===== config.mk =====
export PLATFORM = sky130hd
export DESIGN_NAME = prefetch_ctrl
export DESIGN_NICKNAME = d
export VERILOG_FILES = /design/src/rtl/cache_utils_pkg.sv /design/src/rtl/prefetch_ctrl.sv
export SDC_FILE = /design/constraint.sdc
export NUM_CORES = 1
export LEC_CHECK = 0
export ABC_AREA = 0
export BUFFER_PORTS_ARGS = -buffer_cell sky130_fd_sc_hd__buf_2
export CAP_MARGIN = 20
export CORE_AREA = 10 10 249 251
export DETAILED_ROUTE_END_ITERATION = 8
export DIE_AREA = 0 0 259 261
export MAX_ROUTING_LAYER = met4
export SYNTH_ARGS = -nofsm -noshare
export SYNTH_HDL_FRONTEND = slang
export SYNTH_SLANG_ARGS = --single-unit

===== constraint.sdc =====
create_clock -name clk -period 3.05 [get_ports clk]
set_input_delay 0.61 -clock clk [delete_from_list [all_inputs] [get_ports clk]]
set_output_delay 0.61 -clock clk [all_outputs]
set_load 0.1 [all_outputs]

===== src/rtl/cache_utils_pkg.sv =====
// rtl/cache_utils_pkg.sv - shared cache utility types and the line-label width helper
package cache_utils_pkg;

  localparam int ADDR_WIDTH = 32;

  // Stream-buffer controller states (stream_buffer lives beside prefetch_ctrl)
  typedef enum logic [1:0] {
    SB_IDLE,
    SB_FILL,
    SB_VALID
  } sb_state_t;

  // Prefetch controller states
  typedef enum logic [1:0] {
    PF_IDLE,
    PF_WAIT_FILL,
    PF_RESP
  } pf_state_t;

  // How an incoming miss relates to the stream buffer
  typedef enum logic [1:0] {
    CLS_MISS,
    CLS_BUF_HIT,
    CLS_FILL
  } pf_class_t;

  // Line label = byte address minus the offset bits inside one line
  function automatic int label_width(input int line_width);
    return ADDR_WIDTH - $clog2(line_width / 8);
  endfunction

endpackage


===== src/rtl/prefetch_ctrl.sv =====
// rtl/prefetch_ctrl.sv - miss handler with single-entry next-line prefetch into a sibling stream_buffer
module prefetch_ctrl
  import cache_utils_pkg::*;
#(
  parameter int  LINE_WIDTH  = 256,
  localparam int LABEL_WIDTH = label_width(LINE_WIDTH)
) (
  input  logic                   clk,
  input  logic                   rst,
  input  logic [LABEL_WIDTH-1:0] miss_label,
  input  logic                   miss_req,
  output logic                   miss_resp_vld,
  output logic                   miss_hit,
  output logic [LINE_WIDTH-1:0]  miss_line,
  output logic [LABEL_WIDTH-1:0] pf_label,
  output logic                   pf_label_rdy,
  input  logic [LABEL_WIDTH-1:0] sb_label,
  input  logic [LINE_WIDTH-1:0]  sb_data,
  input  logic                   sb_data_vld,
  output logic [31:0]            hit_cnt,
  output logic [31:0]            miss_cnt
);

  pf_state_t state;
  pf_state_t state_nxt;
  pf_class_t cls;

  logic                   inflight;
  logic [LABEL_WIDTH-1:0] inflight_label;
  logic                   pend_vld;
  logic [LABEL_WIDTH-1:0] pend_label;
  logic [LABEL_WIDTH-1:0] req_label;
  logic [LABEL_WIDTH-1:0] next_label;
  logic                   classify;
  logic                   fill_done;
  logic                   wait_done;
  logic                   next_known;
  logic                   issue;
  logic                   capture;

  // pf_label_rdy is high exactly in the issue cycle; any data_vld seen then belongs to the previous burst
  assign fill_done  = inflight && !pf_label_rdy && sb_data_vld && (sb_label == inflight_label);
  assign wait_done  = fill_done && (inflight_label == req_label);
  assign classify   = (state == PF_IDLE) && miss_req;
  // Natural wrap of the adder takes the all-ones label to zero
  assign next_label = miss_label + LABEL_WIDTH'(1);
  assign next_known = (inflight && (inflight_label == next_label)) ||
                      (sb_data_vld && (sb_label == next_label));
  // The stream buffer cannot abort a burst, so a new issue waits for inflight to drop
  assign issue      = pend_vld && !inflight;
  // A FILL whose data lands in the very classify cycle is answered directly
  assign capture    = (classify && ((cls == CLS_BUF_HIT) || ((cls == CLS_FILL) && fill_done))) ||
                      ((state == PF_WAIT_FILL) && wait_done);

  // Classify the presented miss against the buffered line and the in-flight burst
  always_comb begin
    cls = CLS_MISS;
    if (!inflight && sb_data_vld && (sb_label == miss_label)) begin
      cls = CLS_BUF_HIT;
    end else if (inflight && (inflight_label == miss_label)) begin
      cls = CLS_FILL;
    end
  end

  // FSM state register
  always_ff @(posedge clk or negedge rst) begin
    if (!rst) begin
      state <= PF_IDLE;
    end else begin
      state <= state_nxt;
    end
  end

  // FSM next-state logic
  always_comb begin
    state_nxt = state;
    case (state)
      PF_IDLE: begin
        if (miss_req) begin
          if ((cls == CLS_FILL) && !fill_done) begin
            state_nxt = PF_WAIT_FILL;
          end else begin
            state_nxt = PF_RESP;
          end
        end
      end
      PF_WAIT_FILL: begin
        if (wait_done) begin
          state_nxt = PF_RESP;
        end
      end
      PF_RESP:  state_nxt = PF_IDLE;
      default:  state_nxt = PF_IDLE;
    endcase
  end

  // FSM outputs: the response strobe is the single PF_RESP cycle
  always_comb begin
    miss_resp_vld = (state == PF_RESP);
  end

  // Response data path: latch the requested label, capture line data and the hit flag
  always_ff @(posedge clk or negedge rst) begin
    if (!rst) begin
      req_label <= '0;
      miss_line <= '0;
      miss_hit  <= 1'b0;
    end else begin
      if (classify) begin
        req_label <= miss_label;
      end
      if (capture) begin
        miss_line <= sb_data;
        miss_hit  <= 1'b1;
      end else if (classify) begin
        miss_hit  <= 1'b0;
      end
    end
  end

  // Prefetch tracking: one pending slot (newest wins) and one in-flight burst
  always_ff @(posedge clk or negedge rst) begin
    if (!rst) begin
      pend_vld       <= 1'b0;
      pend_label     <= '0;
      inflight       <= 1'b0;
      inflight_label <= '0;
      pf_label       <= '0;
      pf_label_rdy   <= 1'b0;
    end else begin
      pf_label_rdy <= issue;
      if (issue) begin
        pf_label       <= pend_label;
        inflight       <= 1'b1;
        inflight_label <= pend_label;
        pend_vld       <= 1'b0;
      end else if (fill_done) begin
        inflight       <= 1'b0;
      end
      // A fresh target overrides both an older pending one and the clear from an issue
      if (classify && !next_known) begin
        pend_vld   <= 1'b1;
        pend_label <= next_label;
      end
    end
  end

  // Response statistics, counted once per response as it retires
  always_ff @(posedge clk or negedge rst) begin
    if (!rst) begin
      hit_cnt  <= '0;
      miss_cnt <= '0;
    end else if (state == PF_RESP) begin
      if (miss_hit) begin
        hit_cnt  <= hit_cnt + 32'd1;
      end else begin
        miss_cnt <= miss_cnt + 32'd1;
      end
    end
  end

endmodule


# Word level (Yosys, flattened, before mapping)
# Cells that the tools add are included.
totals:
  inputBits: 314
  register_bits: 407
op_classes:
  mux: 12
  n_eq_ne: 12
  bitwise: 1
  reduce_logical: 30
  n_addsub: 3
ops:
  columns: ["operator", "count"]
  rows:
  - ["equality test 27 bit", 6]
  - ["adder 32 x 1 -> 32 bit (second input constant)", 2]
  - ["adder 27 x 1 -> 27 bit (second input constant)", 1]
  - ["logical AND 1 bit", 16]
  - ["2-to-1 mux 2 bit", 5]
  - ["2-to-1 mux 1 bit", 6]
  - ["AND reduction 2 bit", 3]
  - ["nonzero test 2 bit", 3]
  - ["equality test 2 x 1 -> 1 bit (second input constant)", 2]
  - ["equality test 2 bit (second input constant)", 2]
  - ["logical NOT 1 bit", 4]
  - ["inequality test 2 bit (second input constant)", 2]
  - ["case mux 2 bit (2 select lines)", 1]
  - ["logical OR 1 bit", 3]
  - ["logical NOT 2 bit", 1]
  - ["inverter 1 bit", 1]

# Longest topological paths before layout
# Gate-level depths: netlist (run 1).
depth:
  ltp_word: 10
  mapped_depth: 11

# Worst setup path after synthesis (run 1)
# OpenSTA, ideal clock, no wires.
synth_timing:
  path_type: "register to register"
  start: "register state[0]"
  end: "register hit_cnt[31]"
  arrival_ns: 3.493
  path_buffers: 0
  path_stages_with_launch: 8
  synth_period_minus_slack_ns: 3.650
  required_time_ns: 2.892
  setup_time_ns: 0.158
  slack_ns: -0.600
  path_cell_list: "dfrtp_1 > nor2b_1 > nand2_1 > nor2_1 > nand2_1 > or3_1 > or4_1 > xnor2_1"
synth_between:
  elab_chain_len: 2
synth_lines:
  columns: ["item", "line_no", "text"]
  rows:
  - ["from (decl)", "prefetch_ctrl.sv:24", "pf_state_t state;"]
  - ["from (signal assigned)", "prefetch_ctrl.sv:70", "state <= state_nxt;"]
  - ["equality test 2 bit", null, null]
  - ["net miss_resp_vld", "prefetch_ctrl.sv:12", "output logic miss_resp_vld,"]
  - ["AND reduction 2 bit (no source line)", null, null]
  - ["to (signal assigned)", "prefetch_ctrl.sv:155", "hit_cnt <= hit_cnt + 32'd1;"]
  - ["to (decl)", "prefetch_ctrl.sv:20", "output logic [31:0] hit_cnt,"]
# The timed path passes the listed nets, and every way through them passes these cells.
# A chain may end at the register's enable or synchronous reset.

# Final worst setup path (run 1)
layout_timing:
  start: "input miss_label[0]"
  end: "register pend_label[14]"
layout_between:
  elab_chain_len: 6
  word_cells_on_any_way: 8
  cone_classes: "1 x add/sub; 2 x eq/ne; 5 x reduce/logical"
layout_lines:
  columns: ["item", "line_no", "text"]
  rows:
  - ["from (decl)", "prefetch_ctrl.sv:10", "input logic [LABEL_WIDTH-1:0] miss_label,"]
  - ["adder 27 x 1 -> 27 bit (*)", "prefetch_ctrl.sv:46", "assign next_label = miss_label + LABEL_WIDTH'(1);"]
  - ["equality test 27 bit (on tied branches)", "prefetch_ctrl.sv:47, prefetch_ctrl.sv:48", null]
  - ["logical AND 1 bit (on tied branches)", "prefetch_ctrl.sv:47, prefetch_ctrl.sv:48", null]
  - ["logical OR 1 bit", "prefetch_ctrl.sv:47", "assign next_known = (inflight && (inflight_label == next_label)) ||"]
  - ["logical NOT 1 bit", "prefetch_ctrl.sv:141", "if (classify && !next_known) begin"]
  - ["logical AND 1 bit", "prefetch_ctrl.sv:141", null]
  - ["to (signal assigned)", "prefetch_ctrl.sv:143", "pend_label <= next_label;"]
  - ["to (decl)", "prefetch_ctrl.sv:31", "logic [LABEL_WIDTH-1:0] pend_label;"]
# Mark *: on every way between the ends. The rest lies on a longest branch, timed or not.

==> results of run 1 <==
## layout make-up
| class | instances | area [µm²] |
|---|---|---|
| fill | 5359 | 30800 |
| inverter | 23 | 86.3 |
| sequential | 407 | 10200 |
| clock inverter | 14 | 226 |
| timing repair buffer | 924 | 5500 |
| multi-input combinational | 961 | 8100 |
| clock buffer | 65 | 1260 |
| tap | 765 | 957 |
| antenna | 14 | 35.0 |
## what timing repair did
action | CTS | global route
buffers inserted | 0 | 8
hold buffers | 1 | 0
setup endpoints to repair | 0 | 273
endpoints found under the hold margin | 35 | 0
gates resized for setup | 0 | 11
## metal layers
metal,up-vias,global-route usage (%)
li1,6917,-
met1,7653,25.8
met2,527,39.2
met3,117,5.13
met4,0,7.22
met5,-,-
## stage by stage
step | power [mW] | area, µm² | TNS [ns] | hold slack [ns] | utilization, %
finish | 16.8 | 26400 | 0 | 0.245 | 46.2
global route | 17.5 | 26400 | -0.00800 | 0.232 | 46.2
CTS | 16.9 | 26200 | 0 | 0.212 | 45.9
detailed placement | 11.3 | 24700 | -134.63 | 0.468 | 43.2
global placement | 11.3 | 24700 | -104.17 | 0.464 | 43.2
floorplan | 9.25 | 18800 | -3.48 | 0.314 | -
## path summary, 6_finish.rpt
kind | start | end | slack [ns]
min in group asynchronous | rst | miss_line[197]$_DFFE_PN0P_ | 0.53
max in group asynchronous | rst | hit_cnt[12]$_DFFE_PN0P_ | 1.67
worst max register to register | inflight$_DFFE_PN0P_ | miss_line[79]$_DFFE_PN0P_ | 0.08
worst min-delay path | sb_data[147] | miss_line[147]$_DFFE_PN0P_ | 0.25
worst min register to register | miss_cnt[31]$_DFFE_PN0P_ | miss_cnt[31]$_DFFE_PN0P_ | 0.48
worst max-delay path | miss_label[0] | pend_label[14]$_DFFE_PN0P_ | 0.04
## cell usage after synthesis (13+ instances only)
cell      instances  area (µm²)
and3_1           13        81.3
clkbuf_1         59         221
dfrtp_1         407       10200
inv_1            23        86.3
mux2_2          292        3290
mux2i_1          14         140
nand2_1         137         514
nand3_1          30         150
nand4_1          34         213
nor2_1           35         131
nor3_1           14        70.1
nor4_1           27         169
o21ai_0          13        65.1
xnor2_1         111         972
xor2_1          100         876
## flip-flops by register name, summed over array words and instances (netlist names)
signal and cells:
hit_cnt 32, miss_cnt 32, req_label 27, pf_label_rdy 1, miss_line 256, inflight_label 27
state 2, miss_hit 1, inflight 1, pend_label 27, pend_vld 1
## cells in the final DEF (no fill, tap or decap), types with 24 or more instances in the layout
cell type    n
buf_2      662
buf_4      242
clkbuf_16   47
dfrtp_1    382
mux2_2     292
nand2_1    136
nand3_1     30
nand4_1     34
nor2_1      35
nor4_1      24
xnor2_1    110
xor2_1     100
## worst max-delay path: cells and delay by family
kind                       cells  cell delay (ns)
AOI/OAI and AO/OA              2             0.36
and+or+nand+nor                4             1.00
buffers and inverters          4             0.66
muxes                          2             0.65
adders and majority gates      1             0.17
## power by group
group	internal [mW]	switching [mW]
sequential	5.77	0.496
combinational	1.63	3.40
clock	3.30	2.24
## logic make-up after synthesis
family,count (synthesis)
simple gates,358
fa+ha+maj,3
compound gates,71
buf+inv,108
mux,317
flops,407
xor+xnor,212
==> results.json, run 1 <==
{
  "wl_met1_um": 30200,
  "ir_worst_vdd_uv": 593,
  "avgSynthCellArea_um2": 12.6,
  "synth-simple-area-share_pct": 10.3,
  "grt_pass1_vias": 16600,
  "viasPerCell": 4.79,
  "cts_root_buf": "clkbuf_16",
  "crit_type": "in2reg",
  "track_usage_pct": 22.7,
  "worst_path_max_delay_cell": "or4_4",
  "final_cells": 3173,
  "post_drt_wl_per_cell_um": 24.4,
  "htreeDepth": 2,
  "crit_chain": "buf_2, ha_4, nand3_4, buf_4, buf_4, mux2_2, nor4_1, o2111ai_1, or4_4, nor4_4, a211oi_4, buf_12, mux2_4",
  "fin_crit_sh_pct": 98.6,
  "gp_congestion": 0.968,
  "synthArstFlopShare_pct": 100,
  "nNetsFinal": 2679,
  "area_growth_pct": 41.8,
  "cp_slowest_stage_delay_ns": 0.48,
  "max-clock-path-buffers": 3,
  "place_ws_ns": -0.522,
  "cts_tree": "done",
  "syn_area_um2": 18600,
  "synth_seq_cells": 407,
  "cp_data_arrival_time_ns": 3.46,
  "ys_seq_area_share_pct": 54.7,
  "finalHoldViolCount": 0,
  "die_h_um": 261,
  "status": "completed",
  "cp_max_fo": 17,
  "synth.mux.area_fraction_pct": 19.3,
  "synth_warnings": 0,
  "synth_top_family_by_area": "multiplexers",
  "fin_crit_ns": 3.01,
  "synth.distinct_cells": 65,
  "drive_gt1_share_pct": 56.6,
  "hpwl_um": 64200,
  "ios": 664,
  "fmax_mhz": 332,
  "startpoint_type": "input pin",
  "synth_compound_area_share_pct": 2.86,
  "skew_ns": 0.0272,
  "slew_viol_final": 0,
  "core_um2": 57100,
  "grt_pass1_wl_um": 111000,
  "cts.sinks": 407,
  "synth_edf_count": 0,
  "reg2regPathDepth": 10,
  "clock_latency_ns": 0.59,
  "hold_path_depth": 2,
  "initial_core_util_pct": 32.6,
  "worstSetupEndpointType": "register",
  "overflow": 0,
  "drt.antenna.violating_nets": 0,
  "highest_layer": "met4",
  "power_leakage_nw": 14.2,
  "syn_nets": 1793,
  "die-area_um2": 67600,
  "place.port_buffers": 663,
  "antenna_found_initial": 17,
  "num_vias": 15200,
  "synthXorXnorAreaFrac_pct": 10.0,
  "setup_viol": 0,
  "grt_max_degree": 98,
  "crit_required_ns": 3.50,
  "dr.pass1.iters": 5,
  "power_density_nw_per_um2": 638,
  "dp.cells": 3070,
  "cap_viol_max_count": 0,
  "wl_met3_um": 4920,
  "hold_path_class": "in2reg",
  "synthAdderAreaFrac_pct": 0.202,
  "drt-initial-drc-count": 924,
  "cpMostUsedCell": "buf_4",
  "drc_errors": 0,
  "slew_headroom_pct": 56.2,
  "route.met2.wl_um": 39900,
  "synth_flop_cell": "dfrtp_1",
  "die-width_um": 259,
  "wl_um": 77600,
  "synthCells": 1476,
  "fp-row-count": 88,
  "worst_slack_ns": 0.0416,
  "worst_slew_pin_slew_ns": 0.662,
  "clk_transition_reported_paths_ns": 0.06,
  "numCtsBuffers": 45
}
Note: power is estimated with default switching activity, not from simulation.
==> run 2, diff against run 1 <==
==> constraint.sdc (replaced) <==
create_clock -name clk -period 3.05 [get_ports clk]
set_input_delay 0.305 -clock clk [delete_from_list [all_inputs] [get_ports clk]]
set_output_delay 0.305 -clock clk [all_outputs]
set_load 0.1 [all_outputs]
==> run 2 against run 1 <==
Net effect: sequential power grew 2%; critical path depth is the same; sequential cell count is the same; clock skew is 0.0047 ns lower; final area rose by 6.7%.
==> results.json, run 2 (synthesized netlist as in run 1, its figures left out) <==
{
  "clk_transition_reported_paths_ns": 0.06,
  "track_usage_pct": 23.3,
  "cts_tree": "done",
  "reg_top3": "miss_line: 256 flops, hit_cnt: 32 flops, miss_cnt: 32 flops",
  "cp_data_arrival_time_ns": 3.43,
  "utilization_pct": 49.3,
  "final_cell_mix": "662 x buf_2, 381 x dfrtp_1, 292 x mux2_2",
  "skew_ns": 0.0225,
  "die-area_um2": 67600,
  "power_mw": 16.7,
  "die-width_um": 259,
  "gp_congestion": 0.959,
  "power_leakage_nw": 14.9,
  "ir_worst_vdd_uv": 598,
  "r2r_slack_ns": 0.07,
  "fp-row-count": 88,
  "die_h_um": 261,
  "grt_setup_unrepaired": "true",
  "place.port_buffers": 663,
  "rr_endpoint": "miss_line[94]$_DFFE_PN0P_",
  "grt_max_degree": 107,
  "numCtsBuffers": 45,
  "cp_max_fo": 7,
  "core_um2": 57100,
  "power_density_nw_per_um2": 594,
  "largest_register_ff_count": 256,
  "slew_viol_final": 0,
  "wl_um": 81300,
  "cap_viol_max_count": 0,
  "grt_pass1_vias": 17400,
  "reg2regPathDepth": 13,
  "worstSetupEndpointType": "register",
  "crit_chain": "xnor2_2, buf_4, nand4_1, nor3_2, nand4_1, or3_4, nor3_2, buf_4, a21oi_4, buf_12, clkbuf_16, clkbuf_16, mux2_2",
  "drt-initial-drc-count": 1021,
  "path_delay_family": "simple AND/OR/NAND/NOR gates",
  "worst_path_max_delay_cell": "or3_4",
  "fmax_mhz": 336,
  "min_from": "sb_data[82]",
  "area_growth_pct": 51.3,
  "htreeDepth": 2,
  "cp_num_buf_inv": 5,
  "max-clock-path-buffers": 3,
  "nNetsFinal": 2827,
  "cp_slowest_stage_delay_ns": 0.48,
  "startpoint_type": "register",
  "finalHoldViolCount": 0,
  "cts_root_buf": "clkbuf_16",
  "drive_gt1_share_pct": 50.1,
  "hold_path_class": "in2reg",
  "dr.pass1.iters": 5,
  "clock_latency_ns": 0.57,
  "num_vias": 16100,
  "min_to": "miss_line[82]$_DFFE_PN0P_",
  "crit_type": "reg2reg",
  "initial_core_util_pct": 32.6,
  "worst_slew_pin_slew_ns": 0.702,
  "antenna_found_initial": 2,
  "drc_errors": 0,
  "fill_cells": 4982,
  "hpwl_um": 61600,
  "slew_headroom_pct": 52.8,
  "setup_viol": 0,
  "status": "completed",
  "post_drt_wl_per_cell_um": 24.6,
  "viasPerCell": 4.86,
  "fin_crit_ns": 2.98,
  "crit_required_ns": 3.51,
  "overflow": 0,
  "regMostFlops": "miss_line",
  "hold_path_depth": 2,
  "final_common_cell": "buf_2",
  "fin_crit_sh_pct": 97.6,
  "grt_pass1_wl_um": 115000,
  "cts.sinks": 407,
  "ios": 664,
  "crit_cells": 13,
  "drt.antenna.violating_nets": 0,
  "r2r-start": "inflight_label[17]$_DFFE_PN0P_"
}
run 2: changes by cell type in the layout (fill, tap and decap cells not counted), sizes merged:
cell | before | now
clkinv | 7 | 10
clkinvlp | 1 | 3
dlygate4sd3 | 1 | 237
clkbuf | 66 | 70
bufinv | 5 | 2
diode | 14 | 1
buf | 922 | 828
run 2: through the flow:
stage	setup TNS (ns)	cells	hold WS (ns)	cell area, µm²	setup WS [ns]
floorplan	0	1476	0.00941	18700	0.00322
global placement	-12.49	2966	0.316	23900	-0.224
detailed placement	-15.36	2966	0.321	23900	-0.202
CTS	-0.184	3282	0.000215	27700	-0.0138
global route	-0.0183	3308	0.00615	28200	-0.00617
finish	0	3308	0.0416	28200	0.0744
run 2: timing repair:
action | CTS | global route
cloned | 0 | 12
hold buffers | 237 | 0
pin swaps | 1 | 5
buffers inserted | 0 | 13
hold endpoints to repair | 286 | 0
setup endpoints to repair | 57 | 274
resized for setup | 0 | 31
run 2: cell type report:
| type | instances | area, µm² | share of cell area (%) |
|---|---|---|---|
| inverter | 23 | 86.3 | 0.307 |
| clock inverter | 16 | 168 | 0.595 |
| antenna | 1 | 2.50 | 0.00888 |
| tap | 765 | 957 | 3.40 |
| sequential | 407 | 10200 | 36.3 |
| multi-input combinational | 961 | 8100 | 28.8 |
| clock buffer | 63 | 1270 | 4.52 |
| timing repair buffer | 1072 | 7350 | 26.1 |
run 2: worst max path at each step:
stage / startpoint / end / slack, ns
floorplan: miss_label[0] / pend_label[14]$_DFFE_PN0P_ / 0.003
finish: inflight_label[17]$_DFFE_PN0P_ / miss_line[94]$_DFFE_PN0P_ / 0.07
detailed placement: miss_label[1] / pend_label[25]$_DFFE_PN0P_ / -0.20
global route: inflight_label[14]$_DFFE_PN0P_ / miss_line[75]$_DFFE_PN0P_ / -0.006
global placement: miss_label[13] / pend_label[2]$_DFFE_PN0P_ / -0.22
CTS: inflight_label[6]$_DFFE_PN0P_ / miss_line[181]$_DFFE_PN0P_ / -0.01
run 2: metal layers:
layer / part of all wire (%) / vias up / GRT usage (%)
met3: 6.4 / 153 / 4.89
met5: 0 / - / -
met1: 37 / 8081 / 26.0
li1: - / 7210 / -
met4: 5.5 / 0 / 12.0
met2: 51 / 644 / 39.2
run 2: power by group:
part           switching, mW  internal, mW  leakage, nW
Clock                   2.27          3.09        0.702
Sequential             0.609          5.77         5.48
Combinational           3.29          1.69         8.69
